[src/rtl/led_pattern_sequencer_pkg.sv]
// Shared definitions for the LED pattern sequencer: FSM state encoding,
// mode constants and small helpers for mapping modes onto states.
package led_seq_pkg;

  typedef enum logic [2:0] {
    ST_IDLE      = 3'd0,
    ST_CHASE     = 3'd1,
    ST_BOUNCE_UP = 3'd2,
    ST_BOUNCE_DN = 3'd3,
    ST_BLINK     = 3'd4
  } seq_state_e;

  localparam logic [1:0] MODE_CHASE  = 2'd0;
  localparam logic [1:0] MODE_BOUNCE = 2'd1;
  localparam logic [1:0] MODE_BLINK  = 2'd2;
  localparam logic [1:0] MODE_OFF    = 2'd3;

  // True when an active state belongs to the requested mode; IDLE never matches,
  // so a step from IDLE always takes the entry path.
  function automatic logic modeMatches(input seq_state_e st, input logic [1:0] mode);
    case (st)
      ST_CHASE:                   return mode == MODE_CHASE;
      ST_BOUNCE_UP, ST_BOUNCE_DN: return mode == MODE_BOUNCE;
      ST_BLINK:                   return mode == MODE_BLINK;
      default:                    return 1'b0;
    endcase
  endfunction

  // State a mode starts in; bounce always starts going up.
  function automatic seq_state_e entryState(input logic [1:0] mode);
    case (mode)
      MODE_BOUNCE: return ST_BOUNCE_UP;
      MODE_BLINK:  return ST_BLINK;
      default:     return ST_CHASE;
    endcase
  endfunction

endpackage

[src/rtl/led_pattern_sequencer_if.sv]
// Control/status bundle between the flasher side and the LED pattern sequencer.
interface led_pattern_sequencer_if #(
  parameter int NUM_LEDS = 5,
  parameter int PWM_BITS = 8
) ();

  localparam int POS_BITS = (NUM_LEDS < 2) ? 1 : $clog2(NUM_LEDS);

  logic                i_flash;
  logic                i_enable;
  logic [1:0]          i_mode;
  logic [PWM_BITS-1:0] i_duty;
  logic [NUM_LEDS-1:0] o_led;
  logic                o_step;
  logic [POS_BITS-1:0] o_pos;

  modport master (
    output i_flash, i_enable, i_mode, i_duty,
    input  o_led, o_step, o_pos
  );

  modport slave (
    input  i_flash, i_enable, i_mode, i_duty,
    output o_led, o_step, o_pos
  );

endinterface

[src/rtl/led_pattern_sequencer_flash_edge_detect.sv]
// Brings the asynchronous flash bit into the refclk domain and flags every
// transition (rising or falling) as one pattern step.
module flash_edge_detect (
  input  logic refclk,
  input  logic reset,
  input  logic flash_i,
  output logic edge_o,
  output logic step_o
);

  logic syncMeta_q;
  logic syncOut_q;
  logic prevFlash_q;
  logic step_q;

  // Two-flop synchronizer, previous-value register and the registered step pulse.
  always_ff @(posedge refclk or posedge reset) begin
    if (reset) begin
      syncMeta_q  <= 1'b0;
      syncOut_q   <= 1'b0;
      prevFlash_q <= 1'b0;
      step_q      <= 1'b0;
    end else begin
      syncMeta_q  <= flash_i;
      syncOut_q   <= syncMeta_q;
      prevFlash_q <= syncOut_q;
      step_q      <= syncOut_q ^ prevFlash_q;
    end
  end

  // The unregistered detect lets the pattern FSM update on the same edge
  // that raises the registered step pulse.
  assign edge_o = syncOut_q ^ prevFlash_q;
  assign step_o = step_q;

endmodule

[src/rtl/led_pattern_sequencer.sv]
// Advances a chase / bounce / blink pattern across the LED bank on every
// flash-bit transition, and dims the lit LEDs with a free-running PWM.
module led_pattern_sequencer
  import led_seq_pkg::*;
#(
  parameter int NUM_LEDS = 5,
  parameter int PWM_BITS = 8
) (
  input logic refclk,
  input logic reset,
  led_pattern_sequencer_if.slave bus
);

  localparam int POS_BITS = (NUM_LEDS < 2) ? 1 : $clog2(NUM_LEDS);
  localparam logic [POS_BITS-1:0] LAST_POS = POS_BITS'(NUM_LEDS - 1);

  if (NUM_LEDS < 2) begin : g_numLedsCheck
    $error("led_pattern_sequencer: NUM_LEDS must be at least 2");
  end

  logic                flashEdge;
  logic                stepPulse;
  seq_state_e          state_q;
  logic [POS_BITS-1:0] pos_q;
  logic                phase_q;
  logic [NUM_LEDS-1:0] pattern_q;
  logic [PWM_BITS-1:0] pwmCount_q;
  logic [PWM_BITS-1:0] dutyReg_q;
  logic [NUM_LEDS-1:0] led_q;
  logic [POS_BITS-1:0] upPos_d;
  logic [POS_BITS-1:0] downPos_d;
  logic [POS_BITS-1:0] chasePos_d;

  function automatic logic [NUM_LEDS-1:0] posMask(input logic [POS_BITS-1:0] p);
    logic [NUM_LEDS-1:0] one;
    one = {{(NUM_LEDS-1){1'b0}}, 1'b1};
    return one << p;
  endfunction

  flash_edge_detect u_flashEdge (
    .refclk  (refclk),
    .reset   (reset),
    .flash_i (bus.i_flash),
    .edge_o  (flashEdge),
    .step_o  (stepPulse)
  );

  assign upPos_d    = pos_q + 1'b1;
  assign downPos_d  = pos_q - 1'b1;
  assign chasePos_d = (pos_q == LAST_POS) ? '0 : upPos_d;

  // Pattern FSM: disable/off wins immediately, otherwise steps either
  // (re)enter the requested mode or advance the current one.
  always_ff @(posedge refclk or posedge reset) begin
    if (reset) begin
      state_q   <= ST_IDLE;
      pos_q     <= '0;
      phase_q   <= 1'b0;
      pattern_q <= '0;
    end else if (!bus.i_enable || bus.i_mode == MODE_OFF) begin
      state_q   <= ST_IDLE;
      pos_q     <= '0;
      phase_q   <= 1'b0;
      pattern_q <= '0;
    end else if (flashEdge) begin
      if (!modeMatches(state_q, bus.i_mode)) begin
        state_q   <= entryState(bus.i_mode);
        pos_q     <= '0;
        phase_q   <= (bus.i_mode == MODE_BLINK);
        pattern_q <= (bus.i_mode == MODE_BLINK) ? {NUM_LEDS{1'b1}} : posMask('0);
      end else begin
        case (state_q)
          ST_CHASE: begin
            pos_q     <= chasePos_d;
            pattern_q <= posMask(chasePos_d);
          end
          ST_BOUNCE_UP: begin
            pos_q     <= upPos_d;
            pattern_q <= posMask(upPos_d);
            if (upPos_d == LAST_POS) state_q <= ST_BOUNCE_DN;
          end
          ST_BOUNCE_DN: begin
            pos_q     <= downPos_d;
            pattern_q <= posMask(downPos_d);
            if (downPos_d == '0) state_q <= ST_BOUNCE_UP;
          end
          ST_BLINK: begin
            phase_q   <= ~phase_q;
            pattern_q <= phase_q ? {NUM_LEDS{1'b0}} : {NUM_LEDS{1'b1}};
          end
          default: begin
            state_q   <= ST_IDLE;
            pos_q     <= '0;
            phase_q   <= 1'b0;
            pattern_q <= '0;
          end
        endcase
      end
    end
  end

  // Free-running PWM; duty only reloads at the wrap so a change never glitches.
  always_ff @(posedge refclk or posedge reset) begin
    if (reset) begin
      pwmCount_q <= '0;
      dutyReg_q  <= '0;
      led_q      <= '0;
    end else begin
      pwmCount_q <= pwmCount_q + 1'b1;
      if (pwmCount_q == '0) dutyReg_q <= bus.i_duty;
      led_q <= pattern_q & {NUM_LEDS{pwmCount_q < dutyReg_q}};
    end
  end

  assign bus.o_led  = led_q;
  assign bus.o_step = stepPulse;
  assign bus.o_pos  = pos_q;

endmodule

[src/flat_wrapper.sv]
// flat-port wrapper written by rule: the top's interface ports become plain ports
module led_pattern_sequencer_flat import led_seq_pkg::*;
#(
  parameter int NUM_LEDS = 5,
  parameter int PWM_BITS = 8
)
  (refclk, reset, bus_i_flash, bus_i_enable, bus_i_mode, bus_i_duty, bus_o_led, bus_o_step, bus_o_pos);
  led_pattern_sequencer_if #(.NUM_LEDS(NUM_LEDS), .PWM_BITS(PWM_BITS)) bus_i ();
  input logic refclk;
  input logic reset;
  input wire logic [$bits(bus_i.i_flash)-1:0] bus_i_flash;
  input wire logic [$bits(bus_i.i_enable)-1:0] bus_i_enable;
  input wire logic [$bits(bus_i.i_mode)-1:0] bus_i_mode;
  input wire logic [$bits(bus_i.i_duty)-1:0] bus_i_duty;
  output wire logic [$bits(bus_i.o_led)-1:0] bus_o_led;
  output wire logic [$bits(bus_i.o_step)-1:0] bus_o_step;
  output wire logic [$bits(bus_i.o_pos)-1:0] bus_o_pos;
  assign bus_i.i_flash = bus_i_flash;
  assign bus_i.i_enable = bus_i_enable;
  assign bus_i.i_mode = bus_i_mode;
  assign bus_i.i_duty = bus_i_duty;
  assign bus_o_led = bus_i.o_led;
  assign bus_o_step = bus_i.o_step;
  assign bus_o_pos = bus_i.o_pos;
  led_pattern_sequencer #(.NUM_LEDS(NUM_LEDS), .PWM_BITS(PWM_BITS)) u_core (.refclk(refclk), .reset(reset), .bus(bus_i));
endmodule
[config.mk]
export PLATFORM = sky130hd
export DESIGN_NAME = led_pattern_sequencer_flat
export DESIGN_NICKNAME = d
export VERILOG_FILES = /design/src/rtl/led_pattern_sequencer_pkg.sv /design/src/rtl/led_pattern_sequencer_if.sv /design/src/rtl/led_pattern_sequencer_flash_edge_detect.sv /design/src/rtl/led_pattern_sequencer.sv /design/src/flat_wrapper.sv
export SDC_FILE = /design/constraint.sdc
export NUM_CORES = 1
export LEC_CHECK = 0
export BUFFER_PORTS_ARGS = -buffer_cell sky130_fd_sc_hd__buf_2
export CORE_AREA = 2 2 68 70
export CTS_CLUSTER_DIAMETER = 80
export DETAILED_ROUTE_END_ITERATION = 16
export DIE_AREA = 0 0 70 72
export PLACE_DENSITY_LB_ADDON = 0.08
export SLEW_MARGIN = 20
export SYNTH_ARGS = -nofsm -noshare
export SYNTH_HDL_FRONTEND = slang
export SYNTH_SLANG_ARGS = --single-unit
[constraint.sdc]
create_clock -name refclk -period 2.6 [get_ports refclk]
set_clock_uncertainty 0.1 [all_clocks]
set_input_delay 0.13 -clock refclk [delete_from_list [all_inputs] [get_ports refclk]]
set_output_delay 0.13 -clock refclk [all_outputs]
set_load 0.05 [all_outputs]
==> results.yml <==
sta:
  clock.fmax_mhz: 504
  finalSetupTns_ns: 0
  layout_min_cycle_time_ns: 1.98
  finalHoldViolCount: 0
  slew_viol_final: 0
  slew-limit-headroom_pct: 61.6
  worst_slew_pin_slew_ns: 0.568
  period_share_pct: 76.3
  setup_viol: 0
  rsz0062_at_grt: "false"
synth:
  avgSynthCellArea_um2: 10.7
  async_reset_ff_share_pct: 100
  ys_ff_latch: 37
  yosysSeqAreaShare_pct: 44.5
  synth_edf_count: 0
  synth_ff_type: "dfrtp_1"
  synth_cell_type_count: 50
  synthesis.area_um2: 2080
  ys_warn_count: 0
  syn_inst: 194
  synth_nets: 226
floorplan:
  die_area_um2: 5040
  fp-row-count: 24
  start_util_pct: 48.8
  io_pins: 23
  chipWidth_um: 70
  die_y_um: 72
  core-area_um2: 4260
worst_setup_path:
  regToRegStartpoint: "u_core.bus.o_pos[0]$_DFFE_PP0P_"
  worst-setup-path-type: "register to register"
  start_kind: "register"
  r2r_slack_ns: 0.62
  crit_fanout: 6
  r2r_cells: 6
  end_kind: "register"
  cp.arrival_ns: 2.07
  cp.required_ns: 2.69
  reg2reg_to: "u_core.pattern_q[2]$_DFFE_PP0P_"
run:
  max_cap_viol_count: 0
routing:
  met3_length_um: 133
  ant_nets: 0
  drtPass1Iterations: 4
  routedWlPerCell_um: 14.3
  met1_length_um: 1750
  vias: 1526
  first_iter_violations: 74
  viasPerCell: 5.39
  routed.top_layer: "met4"
  post-route-drc-count: 0
  finalWirelength_um: 4050
  met2_length_um: 2090
finish:
  diodes: 0
  fin_nets: 262
  final_common_cell: "dfrtp_1"
  syn2layout_area_growth_pct: 18.0
  final_cell_mix: "37 x dfrtp_1, 23 x inv_1, 22 x buf_2, 18 x ha_1"
  fin_area_um2: 2460
  final_layout_size_suffix_gt1_share_pct: 20.3
  final_core_util_pct: 57.6
clocking:
  cts_buffers: 5
  cts_tree: "built"
  clock_sinks: 37
  cts_root_buf: "clkbuf_8"
  cts.clk_slew.worst_paths_ns: 0.07
  insertion_delay_ns: 0.28
  clockBufferDepth: 2
  cts_htree_levels: 2
  post_cts_buffers: 0
placement:
  placed_cell_area_um2: 2240
  place_congestion: 0.853
  io_buffers: 22
  place.detailed.hpwl_um: 3110
pwr:
  cellLeakagePower_nw: 1.17
  vdd_drop_max_mv: 0.242
  p_per_area_nw_per_um2: 523
  total_power_mw: 1.28
grt:
  grt_max_degree: 34
  antenna_found_initial: 0
  grt_pass1_wl_um: 7130
  grt_pass1_vias: 1531
  grt_overflow_total: 0
  track_usage_pct: 17.9
worst_hold_path:
  hold_start: "bus_i_enable"
  hold_path.class: "input port to register"
  worstHoldEndpoint: "u_core.state_q[2]$_DFFE_PP0P_"
  whs_path_depth: 3
status:
  outcome: "finished clean"
[state kept, by name, summed over array words and instances (netlist names)]
| name | flops |
|---|---|
| u_core.pattern_q | 5 |
| u_core.dutyReg_q | 8 |
| u_core.phase_q | 1 |
| u_core.u_flashEdge.syncOut_q | 1 |
| u_core.u_flashEdge.prevFlash_q | 1 |
| u_core.pwmCount_q | 8 |
| u_core.state_q | 3 |
| u_core.bus.o_led | 5 |
| u_core.u_flashEdge.step_o | 1 |
| u_core.bus.o_pos | 3 |
| u_core.u_flashEdge.syncMeta_q | 1 |
[per-stage QoR]
| stage | std cells | hold slack, ns | setup WS, ns |
|---|---|---|---|
| final | 283 | 0.117 | 0.616 |
| after global routing | 283 | 0.158 | 0.418 |
| after CTS | 283 | 0.114 | 0.585 |
| after detailed placement | 265 | -0.0657 | 0.610 |
| after global placement | 265 | -0.0736 | 0.573 |
| after floorplan | 194 | 0.0614 | 0.412 |
[critical path, cell delays in order, from the launching register on]
cell      delay [ns]
dfrtp_1         0.43
inv_1           0.11
ha_1            0.35
a21bo_2         0.24
mux2_4          0.29
nand2b_1        0.16
o31ai_1         0.20
[cells in the mapped netlist (3+ instances only)]
library cell / instances / area, µm²
a22o_1: 3 / 26.3
nor2_1: 7 / 26.3
mux2_2: 9 / 101
o21ai_0: 5 / 25.0
ha_1: 18 / 225
a21oi_1: 3 / 15.0
nand2_1: 10 / 37.5
a31oi_1: 6 / 37.5
a21o_1: 3 / 22.5
nand3_1: 8 / 40.0
inv_1: 23 / 86.3
nand2b_1: 6 / 37.5
xnor2_1: 7 / 61.3
a2111oi_1: 4 / 40.0
dfrtp_1: 37 / 926
a32oi_1: 3 / 26.3
[what timing repair did]
action | 4_1_cts | 5_1_grt
setup endpoints to repair | 0 | 0
hold buffers | 10 | 0
hold endpoints to repair | 24 | 0
resized for setup | 0 | 0
[layout make-up]
type | count | area [µm²]
Sequential cell | 37 | 926
Clock buffer | 7 | 86.3
Inverter | 24 | 90.1
Clock inverter | 1 | 30.0
Tap cell | 52 | 65.1
Fill cell | 378 | 1810
Timing Repair Buffer | 33 | 218
Multi-Input combinational cell | 129 | 1040
[report_power, final]
| group | switching [mW] | total, mW | internal [mW] |
|---|---|---|---|
| clock network | 0.192 | 0.504 | 0.313 |
| logic | 0.0943 | 0.161 | 0.0668 |
| registers | 0.0196 | 0.619 | 0.599 |
| total | 0.306 | 1.28 | 0.978 |
[worst max path at each step]
stage                                           start                              end  slack (ns)  depth (start not counted)
2_1_floorplan         u_core.bus.o_pos[0]$_DFFE_PP0P_  u_core.pattern_q[3]$_DFFE_PP0P_        0.41                          5
3_3_place_gp          u_core.bus.o_pos[0]$_DFFE_PP0P_  u_core.pattern_q[2]$_DFFE_PP0P_        0.57                          6
3_5_place_dp          u_core.bus.o_pos[0]$_DFFE_PP0P_  u_core.pattern_q[2]$_DFFE_PP0P_        0.61                          6
4_1_cts               u_core.bus.o_pos[0]$_DFFE_PP0P_  u_core.pattern_q[2]$_DFFE_PP0P_        0.59                          6
5_1_grt        u_core.u_flashEdge.syncOut_q$_DFF_PP0_  u_core.pattern_q[3]$_DFFE_PP0P_        0.42                          5
6_report              u_core.bus.o_pos[0]$_DFFE_PP0P_  u_core.pattern_q[2]$_DFFE_PP0P_        0.62                          6
[layer usage]
metal	global-route usage, %	vias up
li1	-	761
met1	21.7	725
met2	32.1	33
met3	2.92	7
met4	7.26	0
met5	0	-
[logic make-up after synthesis]
kind of cell             Yosys count  synth area share [%]
buffers and inverters             28                  5.53
flip-flops                        37                  44.5
XOR/XNOR                           9                  3.79
multiplexers                      10                  5.59
AO/OA/AOI/OAI                     43                  16.2
AND/OR/NAND/NOR                   49                  13.6
adder cells (fa/ha/maj)           18                  10.8
(Power assumes the default switching activity.)
